<file path="src/rtl/writeback_arbiter.sv">
// Write-port arbiter merging ALU and buffered LSU results into the register file.
// Optional starvation guard enabled by defining WB_STARVE_GUARD_EN.
module writeback_arbiter #(
   parameter int unsigned XLEN         = 64,
   parameter int unsigned STARVE_LIMIT = 4
) (
   input  logic            clk,
   input  logic            rst,
   input  logic            alu_valid,
   output logic            alu_ready,
   input  logic [4:0]      alu_rd,
   input  logic [XLEN-1:0] alu_data,
   input  logic            lsu_valid,
   output logic            lsu_ready,
   input  logic [4:0]      lsu_rd,
   input  logic [XLEN-1:0] lsu_data,
   output logic            we,
   output logic [4:0]      wr_addr,
   output logic [XLEN-1:0] wr_data,
   output logic [31:0]     pending
);

   localparam logic [3:0] StarveLim = 4'(STARVE_LIMIT);

   logic [4:0]      fifo_rd_q   [2];
   logic [4:0]      fifo_rd_d   [2];
   logic [XLEN-1:0] fifo_data_q [2];
   logic [XLEN-1:0] fifo_data_d [2];
   logic            rd_ptr_q, rd_ptr_d;
   logic            wr_ptr_q, wr_ptr_d;
   logic [1:0]      count_q, count_d;
   logic            we_q, we_d;
   logic [4:0]      wr_addr_q, wr_addr_d;
   logic [XLEN-1:0] wr_data_q, wr_data_d;

   logic full, empty, push, pop;
   logic lsu_grant, alu_grant;
   logic [4:0] sel_rd;
   logic [XLEN-1:0] sel_data;

   assign full  = (count_q == 2'd2);
   assign empty = (count_q == 2'd0);
   assign push  = lsu_valid && !full;
   assign pop   = lsu_grant;

`ifdef WB_STARVE_GUARD_EN
   logic [3:0] starve_cnt_q, starve_cnt_d;

   always_comb begin
      lsu_grant    = !empty && (!alu_valid || (starve_cnt_q == StarveLim));
      alu_grant    = alu_valid && !lsu_grant;
      starve_cnt_d = starve_cnt_q;
      if (empty || lsu_grant) begin
         starve_cnt_d = 4'd0;
      end else if (alu_grant && (starve_cnt_q != StarveLim)) begin
         starve_cnt_d = starve_cnt_q + 4'd1;
      end
   end

   always_ff @(posedge clk) begin
      if (rst) begin
         starve_cnt_q <= 4'd0;
      end else begin
         starve_cnt_q <= starve_cnt_d;
      end
   end
`else
   logic unused_starve_lim;
   assign unused_starve_lim = ^StarveLim;

   always_comb begin
      lsu_grant = !empty && !alu_valid;
      alu_grant = alu_valid;
   end
`endif

   always_comb begin
      fifo_rd_d   = fifo_rd_q;
      fifo_data_d = fifo_data_q;
      if (push) begin
         fifo_rd_d[wr_ptr_q]   = lsu_rd;
         fifo_data_d[wr_ptr_q] = lsu_data;
      end
      wr_ptr_d = push ? ~wr_ptr_q : wr_ptr_q;
      rd_ptr_d = pop ? ~rd_ptr_q : rd_ptr_q;
      count_d  = count_q;
      if (push && !pop) begin
         count_d = count_q + 2'd1;
      end else if (!push && pop) begin
         count_d = count_q - 2'd1;
      end
   end

   always_comb begin
      sel_rd    = lsu_grant ? fifo_rd_q[rd_ptr_q] : alu_rd;
      sel_data  = lsu_grant ? fifo_data_q[rd_ptr_q] : alu_data;
      we_d      = (lsu_grant || alu_grant) && (sel_rd != 5'd0);
      wr_addr_d = wr_addr_q;
      wr_data_d = wr_data_q;
      if (lsu_grant || alu_grant) begin
         wr_addr_d = sel_rd;
         wr_data_d = sel_data;
      end
   end

   always_ff @(posedge clk) begin
      if (rst) begin
         rd_ptr_q  <= 1'b0;
         wr_ptr_q  <= 1'b0;
         count_q   <= 2'd0;
         we_q      <= 1'b0;
         wr_addr_q <= 5'd0;
         wr_data_q <= '0;
      end else begin
         rd_ptr_q  <= rd_ptr_d;
         wr_ptr_q  <= wr_ptr_d;
         count_q   <= count_d;
         we_q      <= we_d;
         wr_addr_q <= wr_addr_d;
         wr_data_q <= wr_data_d;
      end
   end

   // Entry storage needs no reset; validity comes from count_q.
   always_ff @(posedge clk) begin
      fifo_rd_q   <= fifo_rd_d;
      fifo_data_q <= fifo_data_d;
   end

   always_comb begin
      pending = '0;
      for (int k = 0; k < 2; k++) begin
         if ((count_q == 2'd2) || ((count_q == 2'd1) && (rd_ptr_q == 1'(k)))) begin
            pending[fifo_rd_q[k]] = 1'b1;
         end
      end
      if (we_q) begin
         pending[wr_addr_q] = 1'b1;
      end
      pending[0] = 1'b0;
   end

   assign lsu_ready = !full;
   assign alu_ready = alu_grant;
   assign we        = we_q;
   assign wr_addr   = wr_addr_q;
   assign wr_data   = wr_data_q;

endmodule

</file>
<file path="config.mk">
export PLATFORM = sky130hd
export DESIGN_NAME = writeback_arbiter
export DESIGN_NICKNAME = d
export VERILOG_FILES = /design/src/rtl/writeback_arbiter.sv
export SDC_FILE = /design/constraint.sdc
export NUM_CORES = 1
export LEC_CHECK = 0
export BUFFER_PORTS_ARGS = -buffer_cell sky130_fd_sc_hd__clkbuf_2
export CAP_MARGIN = 20
export CORE_MARGIN = 2
export CORE_UTILIZATION = 35
export CTS_CLUSTER_DIAMETER = 150
export DETAILED_ROUTE_END_ITERATION = 16
export GPL_ROUTABILITY_DRIVEN = 0
export PLACE_DENSITY = 0.63
export SLEW_MARGIN = 30
export SYNTH_ARGS = -nofsm -noshare
export SYNTH_HDL_FRONTEND = slang
export SYNTH_SLANG_ARGS = --single-unit
export TNS_END_PERCENT = 50
</file>
<file path="constraint.sdc">
create_clock -name clk -period 6 [get_ports clk]
set_clock_uncertainty 0.05 [all_clocks]
set_input_delay 0.6 -clock clk [delete_from_list [all_inputs] [get_ports clk]]
set_output_delay 0.6 -clock clk [all_outputs]
set_load 0.02 [all_outputs]
</file>
* After elaboration in Yosys (flattened, before gate mapping) *
Index checks and enable logic that the tools add are counted.

word-level totals
  bits in registers = 212
  input port bits = 142
  output and inout port bits = 104
  logic and storage cells = 76

operators by class
  add/sub/neg operators = 2
  $lt $le $gt $ge = 9
  eq/ne operators = 2
  multiplexer cells = 25
  bitwise operators = 6
  reductions and logical operators = 22

operator list
  cell                                                                          number
  64-bit two-way mux                                                            5
  128-bit bitwise mux                                                           1
  32-bit two-way mux                                                            3
  64-bit demux with 1-bit select                                                1
  32-bit bitwise OR                                                             2
  5-bit two-way mux                                                             5
  5-bit by 6-bit less-than comparator with 1-bit output, second input constant  3
  1-bit demux with 5-bit select                                                 3
  5-bit by 1-bit >= comparator with 1-bit output, second input constant         3
  1-bit logical AND                                                             11
  10-bit bitwise mux                                                            1
  5-bit demux with 1-bit select                                                 1
  1-bit zero test                                                               5
  5-bit nonzero test                                                            1
  2-bit >= comparator, second input constant                                    2
  2-bit two-way mux                                                             2
  1-bit inverter with 2-bit output                                              2
  1-bit logical OR                                                              3
  1-bit two-way mux                                                             3
  2-bit by 1-bit adder with 2-bit output, second input constant                 1
  2-bit by 1-bit equality test with 1-bit output, second input constant         1
  2-bit equality test, second input constant                                    1
  2-bit zero test                                                               1
  2-bit by 1-bit less-than comparator with 1-bit output, second input constant  1
  other kinds (3)                                                               4

* Logic depth before layout (Yosys ltp) *
Gate-level depths: netlist (run 1).

  word-level depth = 9
  gate-level depth with buffers = 10
  depth with buffers taken out = 8

* Least setup slack after synthesis (run 1) *
Ideal clock, no wire load.

  kind = register to register
  start point = reg count_q[0]
  end point = reg fifo_data_q[100] (netlist bit) (enable)
  setup time = 505 ps
  arrival = 3966 ps
  data required time = 5445 ps
  slack = 1479 ps
  stages on the path, launching flop included = 5
  clock period less this slack = 4521 ps
  path through = dfxtp_1 > inv_1 > ha_1 > nor2b_1 > nor2b_1

between the ends
  longest elaborated chain between the ends = 3

ends and longest elaborated chain
  element                 line  source
  start, declared         31    logic [1:0] count_q, count_d;
  start signal, assigned  117   count_q <= count_d;
  2-bit equality test     41    assign full = (count_q == 2'd2);
  1-bit zero test         43    assign push = lsu_valid && !full;
  1-bit logical AND       43
  end signal, assigned    127   fifo_data_q <= fifo_data_d;
  end, declared           27    logic [XLEN-1:0] fifo_data_q [2];

No other way between the ends.
A chain may end at the register's enable or synchronous reset.

* Final worst setup path (run 1) *
  start point = reg rd_ptr_q
  end point = out pending[1]

between the ends
  longest elaborated chain between the ends = 8
  elaborated cells on any way between the ends = 10
  classes of those cells = mux: 3; bitwise: 3; reduce/logical: 4

ends and longest elaborated chain
  element                      line  source
  start, declared              29    logic rd_ptr_q, rd_ptr_d;
  start signal, assigned       115   rd_ptr_q <= rd_ptr_d;
  1-bit inverter               133   if ((count_q == 2'd2) || ((count_q == 2'd1) && (rd_ptr_q == 1'(k)))) begin
  1-bit logical AND            133
  1-bit logical OR             133
  32-bit two-way mux           133
  32-bit bitwise OR (no line)  -
  32-bit two-way mux *         133
  32-bit bitwise OR (no line)  -
  32-bit two-way mux *         137   if (we_q) begin
  end, declared                20    output logic [31:0] pending

Mark *: on every way between the ends. The rest lies on a longest branch, timed or not.

==> results_dict.tcl, run 1 <==
set metrics [dict create \
    status "completed" \
    finalSetupViolCount 0 \
    gr-total-overflow 0 \
    nets 1117 \
    core_area_sq_um 25300 \
    rrSetupSlack_ns 3.44 \
    fin_cells 1317 \
    vias 6456 \
    syn_area_sq_um 9000 \
    synth.mux.area_fraction_pct 15.3 \
    avgSynthCellArea_sq_um 12.0 \
    drv_slew 0 \
    antenna_found_initial 1 \
    total_power_uw 4590 \
    final_area_sq_um 11200 \
    grt_pass1_vias 6222 \
    dp_cells 1276 \
    clk_path_buf_depth 3 \
    area_growth_pct 24.7 \
    start_kind "register" \
    cts.sinks 212 \
    ys.flop_type "edfxtp_1" \
    yosys.area_share.simple_pct 10.9 \
    clk_pin_slew_ns 0.06 \
    drc 0 \
    dr.pass1.iters 5 \
    cts_tree "built" \
    period_minus_slack_ns 3.25 \
    place_area_sq_um 10500 \
    end_kind "output port" \
    io_buffers 244 \
    grt_first_pass_wirelength_microns 33100 \
    crit_type "register to output port" \
    hpwl_microns 14700 \
    diodes 0 \
    required_ns 5.35 \
    htree_levels 1 \
    fin_crit_sh_pct 54.2 \
    drive_gt1_share_pct 29.7 \
    ys_types 34 \
    yosysTopAreaCell "edfxtp_1" \
    detail-route-antenna-nets 0 \
    power_density_nw_per_um2 409 \
    setup-tns-final_ns 0 \
    yosys_warnings 0 \
    final_core_util_pct 44.5 \
    start_util_pct 35.7 \
    hold_path.class "primary input to register" \
    final_hold_viol_count 0 \
    wl_per_cell_microns 16.5 \
    grt_max_degree 88 \
    peakVddDrop_v 0.000277 \
    synth_compound_area_share_pct 7.30 \
    cts_hold_buf 0 \
    pin_count 246 \
    synthArstFlopShare_pct 0 \
    die_w_microns 164 \
    drt_iter0_drc 437 \
    netlist_top_cells_area "edfxtp_1 46%, dfxtp_1 16%, mux2i_1 15%" \
    row_count 58 \
    synth_top_family_by_area "multiplexers" \
    p_leak_uw 0.00455 \
    synth_xor_area_share_pct 0.389 \
    synth_top_area_share_pct 46.0 \
    drv_cap 0 \
    rsz0062_at_grt "no" \
    ys_seq_elements 212 \
    insertion_delay_ns 0.49 \
    dieArea_sq_um 27000 \
    cts_resized 0 \
    postCtsSetupBuffers 0 \
    cts_buffers 23 \
    root_buffer "clkbuf_16" \
    vias_per_cell 4.90 \
    seq_area_frac_synth_pct 62.5 \
    synth_nets 898 \
    netlist_instances 752 \
    crit_path_max_fanout 30 \
    totalWireLength_microns 21700 \
    fmax_ghz 0.307 \
    worst_slew_pin_slew_ns 0.925 \
    slew_headroom_pct 38.2 \
    cp_data_arrival_time_ns 2.60 \
    synthAdderAreaFrac_pct 0.556 \
    synth_commonest_cells "138 x edfxtp_1, 138 x mux2i_1, 99 x nand2_1" \
    die_h_microns 164 \
    grt_use_total_pct 15.5 \
    synth_edf_count 138 \
]
## power by group
| group | total, uW | switching (uW) | internal (uW) |
|---|---|---|---|
| clock network | 1310 | 541 | 773 |
| logic | 1320 | 832 | 486 |
| registers | 1960 | 143 | 1820 |
| total | 4590 | 1520 | 3080 |
## through the flow
| step | hold slack (ns) | worst slack [ns] |
|---|---|---|
| finish | 0.241 | 2.75 |
| global route | 0.213 | 2.64 |
| CTS | 0.210 | 2.74 |
| detailed placement | 0.474 | 3.29 |
| global placement | 0.447 | 2.95 |
| floorplan | 0.431 | 1.48 |
## routing by layer
metal | vias up | routed length [microns] | track usage [%]
met5 | - | 0 | 0
met4 | 0 | 376 | 3.56
met3 | 33 | 1940 | 4.62
met2 | 244 | 10400 | 26.5
met1 | 3019 | 9020 | 19.5
li1 | 3160 | - | -
## registers in the layout, summed over array words and instances (netlist names)
signal	count
wr_addr	5
fifo_rd_q	10
count_q	2
rd_ptr_q	1
fifo_data_q	128
wr_ptr_q	1
we	1
wr_data	64
## layout make-up
cell class | instances | area, sq um
inverters | 4 | 15.0
repair buffers | 252 | 1330
multi-input cells | 478 | 3130
well taps | 330 | 413
fillers | 2427 | 14000
clock buffers | 36 | 676
flip-flops and latches | 212 | 5630
clock inverters | 5 | 31.3
## placed cells by master, fill, tap and decap left out, drive strengths merged, types with 4 or more instances in the layout
master,count
buf,10
mux2i,138
nand3b,9
o221ai,25
inv,4
o21ai,74
nor2,79
clkinv,4
o211ai,6
clkbuf,278
or2,4
nor3b,4
nand2,99
dfxtp,74
or3b,7
edfxtp,138
ha,4
## worst max-delay path: stages, from the launching register on
cell and delay [ns]:
dfxtp_4 0.71, a21o_1 0.27, nand3b_1 0.33, or4_1 0.51, o211ai_1 0.09, clkbuf_2 0.19
## cells by family (layout without fill, tap and decap cells)
| kind of cell | count (synthesis) | after routing |
|---|---|---|
| and+or+nand+nor | 222 | 222 |
| muxes | 138 | 138 |
| AOI/OAI and AO/OA | 109 | 109 |
| xor gates and xnor gates | 4 | 4 |
| buffers and inverters | 62 | 297 |
| other | 1 | 1 |
| DFF | 212 | 212 |
| adders and majority gates | 4 | 4 |
## path summary, 6_finish.rpt
| path | from | endpoint | cells past startpoint |
|---|---|---|---|
| setup / recovery | rd_ptr_q | pending[1] | 5 |
| hold / removal | lsu_data[52] | fifo_data_q[52] | 1 |
| setup reg to reg | count_q[0] | fifo_data_q[69] | 6 |
| hold reg to reg | count_q[1] | count_q[1] | 2 |
No activity file was read; power rests on OpenSTA's default activity.
==> run 2: changes to the inputs <==
ABC_AREA = 1   (was not set)
clock period = 3.3 ns   (was 6 ns; I/O delays follow)
==> results_dict.tcl, run 2 <==
set metrics [dict create \
    crit_type "register to output port" \
    postCtsSetupBuffers 0 \
    synthArstFlopShare_pct 0 \
    finalSetupViolCount 0 \
    crit_chain "inv_1 > ha_1 > a21oi_2 > nor3_2 > nand2_1 > nand3_1 > clkbuf_2" \
    end_kind "output port" \
    n_fill_cell 2247 \
    start_util_pct 35.8 \
    root_buffer "clkbuf_16" \
    yosys_warnings 0 \
    synth_commonest_cells "197 x nand2_1, 138 x edfxtp_1, 126 x nor2_1" \
    synth_edf_count 138 \
    pin_count 246 \
    layout_commonest_cell "clkbuf_2" \
    start_kind "register" \
    clk_path_buf_depth 3 \
    seq_area_frac_synth_pct 64.2 \
    largest_reg_flops 128 \
    syn_area_sq_um 8770 \
    fin_crit_sh_pct 78.9 \
    vias_per_cell 4.95 \
    drive_gt1_share_pct 25.5 \
    htree_levels 1 \
    grt_first_pass_wirelength_microns 38900 \
    ys.flop_type "edfxtp_1" \
    cts_tree "built" \
    ys_seq_elements 212 \
    fmax_ghz 0.384 \
    synth_top_area_share_pct 47.3 \
    netlist_instances 899 \
    cts.sinks 212 \
    insertion_delay_ns 0.49 \
    fin_ws_ns 0.696 \
    status "completed" \
    ys_types 28 \
    synth_nets 1045 \
    core_area_sq_um 24500 \
    drt_iter0_drc 655 \
    p_leak_uw 0.00485 \
    drv_cap 0 \
    avgSynthCellArea_sq_um 9.75 \
    cts_hold_buf 69 \
    cp_slowest_stage_delay_ns 0.51 \
    synthMostInstantiatedCell "nand2_1" \
    peakVddDrop_v 0.000472 \
    nets 1344 \
    final_hold_viol_count 0 \
    grt_pass1_vias 7453 \
    vias 7628 \
    gr-total-overflow 0 \
    cts_buffers 22 \
    setup-tns-final_ns 0 \
    slew_headroom_pct 42.6 \
    area_growth_pct 33.5 \
    dieArea_sq_um 26300 \
    total_power_uw 8380 \
    dr.pass1.iters 5 \
    regMostFlops "fifo_data_q" \
    clk_pin_slew_ns 0.06 \
    grt_max_degree 72 \
    cp_data_arrival_time_ns 2.22 \
    rsz0062_at_grt "no" \
    drc 0 \
    worst_slew_pin_slew_ns 0.860 \
    mostFrequentLayoutCells "244 x clkbuf_2, 197 x nand2_1, 138 x edfxtp_1" \
    detail-route-antenna-nets 0 \
    antenna_found_initial 2 \
    cp_slowest_cell "nor3_2" \
    netlist_top_cells_area "edfxtp_1 47%, dfxtp_1 17%, nand2_1 8.4%" \
    die_w_microns 162 \
    die_h_microns 162 \
    period_minus_slack_ns 2.60 \
    yosysTopAreaCell "edfxtp_1" \
    dpl_worst_slack_ns 1.15 \
    hold_path.class "primary input to register" \
    crit_path_max_fanout 8 \
    required_ns 2.92 \
    drv_slew 0 \
    row_count 57 \
    wl_per_cell_microns 16.3 \
    power_density_nw_per_um2 717 \
    hpwl_microns 15900 \
    grt_use_total_pct 18.5 \
    totalWireLength_microns 25200 \
    io_buffers 244 \
    cts_resized 0 \
]
-- run 2: cell types whose count changed after synthesis, moves of 26 or more --
| cell | before | now |
|---|---|---|
| a21oi_1 | 3 | 42 |
| a31oi_1 | 0 | 32 |
| inv_1 | 4 | 30 |
| mux2i_1 | 138 | 0 |
| nand2_1 | 99 | 197 |
| nand3_1 | 3 | 41 |
| nor2_1 | 79 | 126 |
| nor3_1 | 2 | 30 |
| o21ai_1 | 0 | 45 |
-- run 2: worst max-delay path, delay by kind of cell, from the launching register on --
kind / cells / cell delay, ns
buf+inv: 2 / 0.28
simple gates: 3 / 0.77
compound gates: 1 / 0.10
flops: 1 / 0.31
fa+ha+maj: 1 / 0.25
-- run 2: cells by family (layout without fill, tap and decap cells) --
| family | count (synthesis) | after routing | share of synthesized area [%] |
|---|---|---|---|
| other | 1 | 3 | 0.0428 |
| XOR/XNOR | 1 | 1 | 0.0999 |
| AND/OR/NAND/NOR | 405 | 405 | 19.1 |
| AO/OA/AOI/OAI | 192 | 192 | 11.6 |
| buffers and inverters | 84 | 399 | 4.37 |
| flip-flops | 212 | 212 | 64.2 |
| adder cells (fa/ha/maj) | 4 | 4 | 0.571 |
-- run 2: power by group --
| part | internal, uW | switching [uW] |
|---|---|---|
| combinational | 703 | 1640 |
| sequential | 3330 | 222 |
| clock | 1510 | 984 |
-- run 2: path summary, 6_finish.rpt --
check,cells after the start,slack [ns],endpoint,startpoint
worst max-delay path,7,0.70,pending[11],count_q[0]
worst min-delay path,3,0.04,wr_data[5],alu_data[5]
worst max register to register,8,1.15,count_q[1],count_q[0]
worst min register to register,2,0.44,wr_data[38],wr_data[38]
-- run 2: area by class of cell --
type | instances | area [sq um] | area share, %
clock buffers | 32 | 639 | 5.46
diodes | 2 | 5.00 | 0.0428
flip-flops and latches | 212 | 5630 | 48.1
clock inverters | 8 | 98.8 | 0.845
well taps | 324 | 405 | 3.46
repair buffers | 324 | 2020 | 17.3
multi-input cells | 603 | 2770 | 23.7
inverters | 35 | 134 | 1.14
-- run 2: per-layer routing --
metal	track usage, %	wire (microns)
met2	32.7	12500
met1	23.5	10700
met5	0	0
met4	4.71	505
met3	3.12	1550
-- run 2: per-stage QoR --
step / cells / instance area, sq um / utilization, % / hold WS [ns]
6_report: 1540 / 11700 / 47.8 / 0.0364
5_1_grt: 1540 / 11700 / 47.8 / 0.0261
4_1_cts: 1538 / 11700 / 47.8 / 0.0197
3_5_place_dp: 1429 / 10300 / 42.0 / 0.429
3_3_place_gp: 1429 / 10300 / 42.0 / 0.425
2_1_floorplan: 899 / 8770 / - / 0.379
==> run 3: changes to the inputs <==
ABC_AREA = 0   (was 1)
clock period = 2.7 ns   (was 3.3 ns; I/O delays follow)
==> results_dict.tcl, run 3 (same netlist as run 1, synthesis figures left out) <==
set metrics [dict create \
    mostFrequentLayoutCells "239 x clkbuf_2, 138 x mux2i_1, 138 x edfxtp_1" \
    root_buffer "clkbuf_16" \
    totalWireLength_microns 23700 \
    p_leak_uw 0.00514 \
    hpwl_microns 14900 \
    required_ns 2.38 \
    area_growth_pct 40.2 \
    pin_count 246 \
    power_density_nw_per_um2 819 \
    grt_pass1_vias 7141 \
    grt_max_degree 89 \
    start_util_pct 35.7 \
    hold_path.class "primary input to register" \
    layout_commonest_cell "clkbuf_2" \
    cts.sinks 212 \
    detail-route-antenna-nets 0 \
    fin_crit_sh_pct 96.0 \
    largest_reg_flops 128 \
    n_fill_cell 2252 \
    core_area_sq_um 25300 \
    vias 7072 \
    nets 1258 \
    die_w_microns 164 \
    cts_tree "built" \
    antenna_found_initial 2 \
    path_buf_inv 2 \
    wl_per_cell_microns 16.3 \
    end_kind "output port" \
    cp_data_arrival_time_ns 2.27 \
    crit_path_max_fanout 7 \
    die_h_microns 164 \
    dr.pass1.iters 5 \
    period_minus_slack_ns 2.59 \
    final_hold_viol_count 0 \
    whs_ns 0.187 \
    row_count 58 \
    reg2reg_to "fifo_data_q[28]" \
    drc 0 \
    r2r-start "count_q[0]" \
    drt_iter0_drc 489 \
    slew_headroom_pct 52.4 \
    crit_chain "inv_2 > ha_2 > a21o_1 > or3b_4 > or2_1 > o211ai_1 > buf_4" \
    drive_gt1_share_pct 26.9 \
    hold_path_startpoint "alu_rd[2]" \
    r2r_cells 5 \
    rsz0062_at_grt "no" \
    vias_per_cell 4.85 \
    rrSetupSlack_ns 0.65 \
    cts_buffers 22 \
    grt_use_total_pct 17.1 \
    dieArea_sq_um 27000 \
    htree_levels 1 \
    insertion_delay_ns 0.50 \
    min_to "wr_addr[2]" \
    hold_depth 5 \
    crit_type "register to output port" \
    gr-total-overflow 0 \
    clk_pin_slew_ns 0.06 \
    clk_path_buf_depth 3 \
    grt_first_pass_wirelength_microns 36800 \
    cp_slowest_cell "or3b_4" \
    io_buffers 244 \
    fmax_ghz 0.386 \
    drv_cap 0 \
    status "completed" \
    drv_slew 0 \
    peakVddDrop_v 0.000607 \
    start_kind "register" \
    finalSetupViolCount 0 \
    cp_top_family "simple AND/OR/NAND/NOR gates" \
    final_core_util_pct 50.0 \
    cp_slowest_stage_delay_ns 0.46 \
    worst_slew_pin_slew_ns 0.714 \
    regMostFlops "fifo_data_q" \
]
[run 3: cell count changes in the layout (fill, tap and decap cells not counted), moves of 8 or more]
| cell | previous run | this run |
|---|---|---|
| nor3_2 | 9 | 0 |
| inv_1 | 30 | 3 |
| o21ai_1 | 45 | 0 |
| a21oi_1 | 42 | 3 |
| nor2_1 | 124 | 79 |
| nand3b_1 | 0 | 9 |
| nand2_1 | 197 | 99 |
| nand3_1 | 41 | 3 |
| nor3_1 | 30 | 2 |
| mux2i_1 | 0 | 138 |
| dlygate4sd3_1 | 69 | 133 |
| clkinv_1 | 0 | 8 |
| o221ai_1 | 1 | 24 |
| a31oi_1 | 32 | 0 |
[run 3: worst max-delay path by stage]
stage / from / endpoint / depth (start not counted)
CTS: count_q[0] / pending[2] / 7
global route: count_q[0] / pending[31] / 6
finish: count_q[0] / pending[8] / 7
global placement: count_q[0] / pending[4] / 7
floorplan: count_q[0] / fifo_data_q[0] / 4
detailed placement: count_q[0] / pending[4] / 7
[run 3: layout make-up]
| type | count | area, sq um | area share, % |
|---|---|---|---|
| Antenna cell | 1 | 2.50 | 0.0198 |
| Clock buffer | 28 | 614 | 4.87 |
| Clock inverter | 12 | 50.0 | 0.397 |
| Inverter | 4 | 15.0 | 0.119 |
| Multi-Input combinational cell | 478 | 3140 | 24.9 |
| Sequential cell | 212 | 5630 | 44.6 |
| Tap cell | 330 | 413 | 3.27 |
| Timing Repair Buffer | 394 | 2750 | 21.8 |
[run 3: worst min-delay path, cell delays in order]
cell      delay, ns
clkbuf_2       0.07
o21ai_0        0.06
o21ai_0        0.11
mux2i_1        0.09
nor2_1         0.08
[run 3: metal layers]
layer | GRT usage, % | vias up | share of wire [%]
met5 | 0 | - | 0.055
met4 | 4.74 | 2 | 2.1
li1 | - | 3444 | -
met1 | 21.2 | 3262 | 41
met3 | 3.24 | 55 | 6.4
met2 | 30.4 | 309 | 50
[run 3: report_power, final]
group | switching [uW] | internal (uW) | total, uW
sequential | 249 | 4040 | 4290
combinational | 2000 | 1250 | 3250
clock | 1210 | 1600 | 2800
total | 3450 | 6890 | 10300
[run 3: through the flow]
stage / cell area [sq um] / power (uW) / setup TNS (ns) / setup slack, ns / std cells
floorplan: 9010 / 6480 / -22.42 / -0.325 / 752
global placement: 10600 / 7370 / 0 / 0.553 / 1279
detailed placement: 10600 / 7440 / 0 / 0.495 / 1279
CTS: 12600 / 10400 / -0.0644 / -0.0378 / 1452
global route: 12600 / 11000 / 0 / 0.00514 / 1459
finish: 12600 / 10300 / 0 / 0.107 / 1459
[run 3: repair_timing]
item	in CTS	in global routing
endpoints found under the hold margin	202	0
hold buffers	133	0
resized for setup	1	9
pin swaps	0	2
setup endpoints to repair	5	13
cloned	0	0
setup buffers	0	6
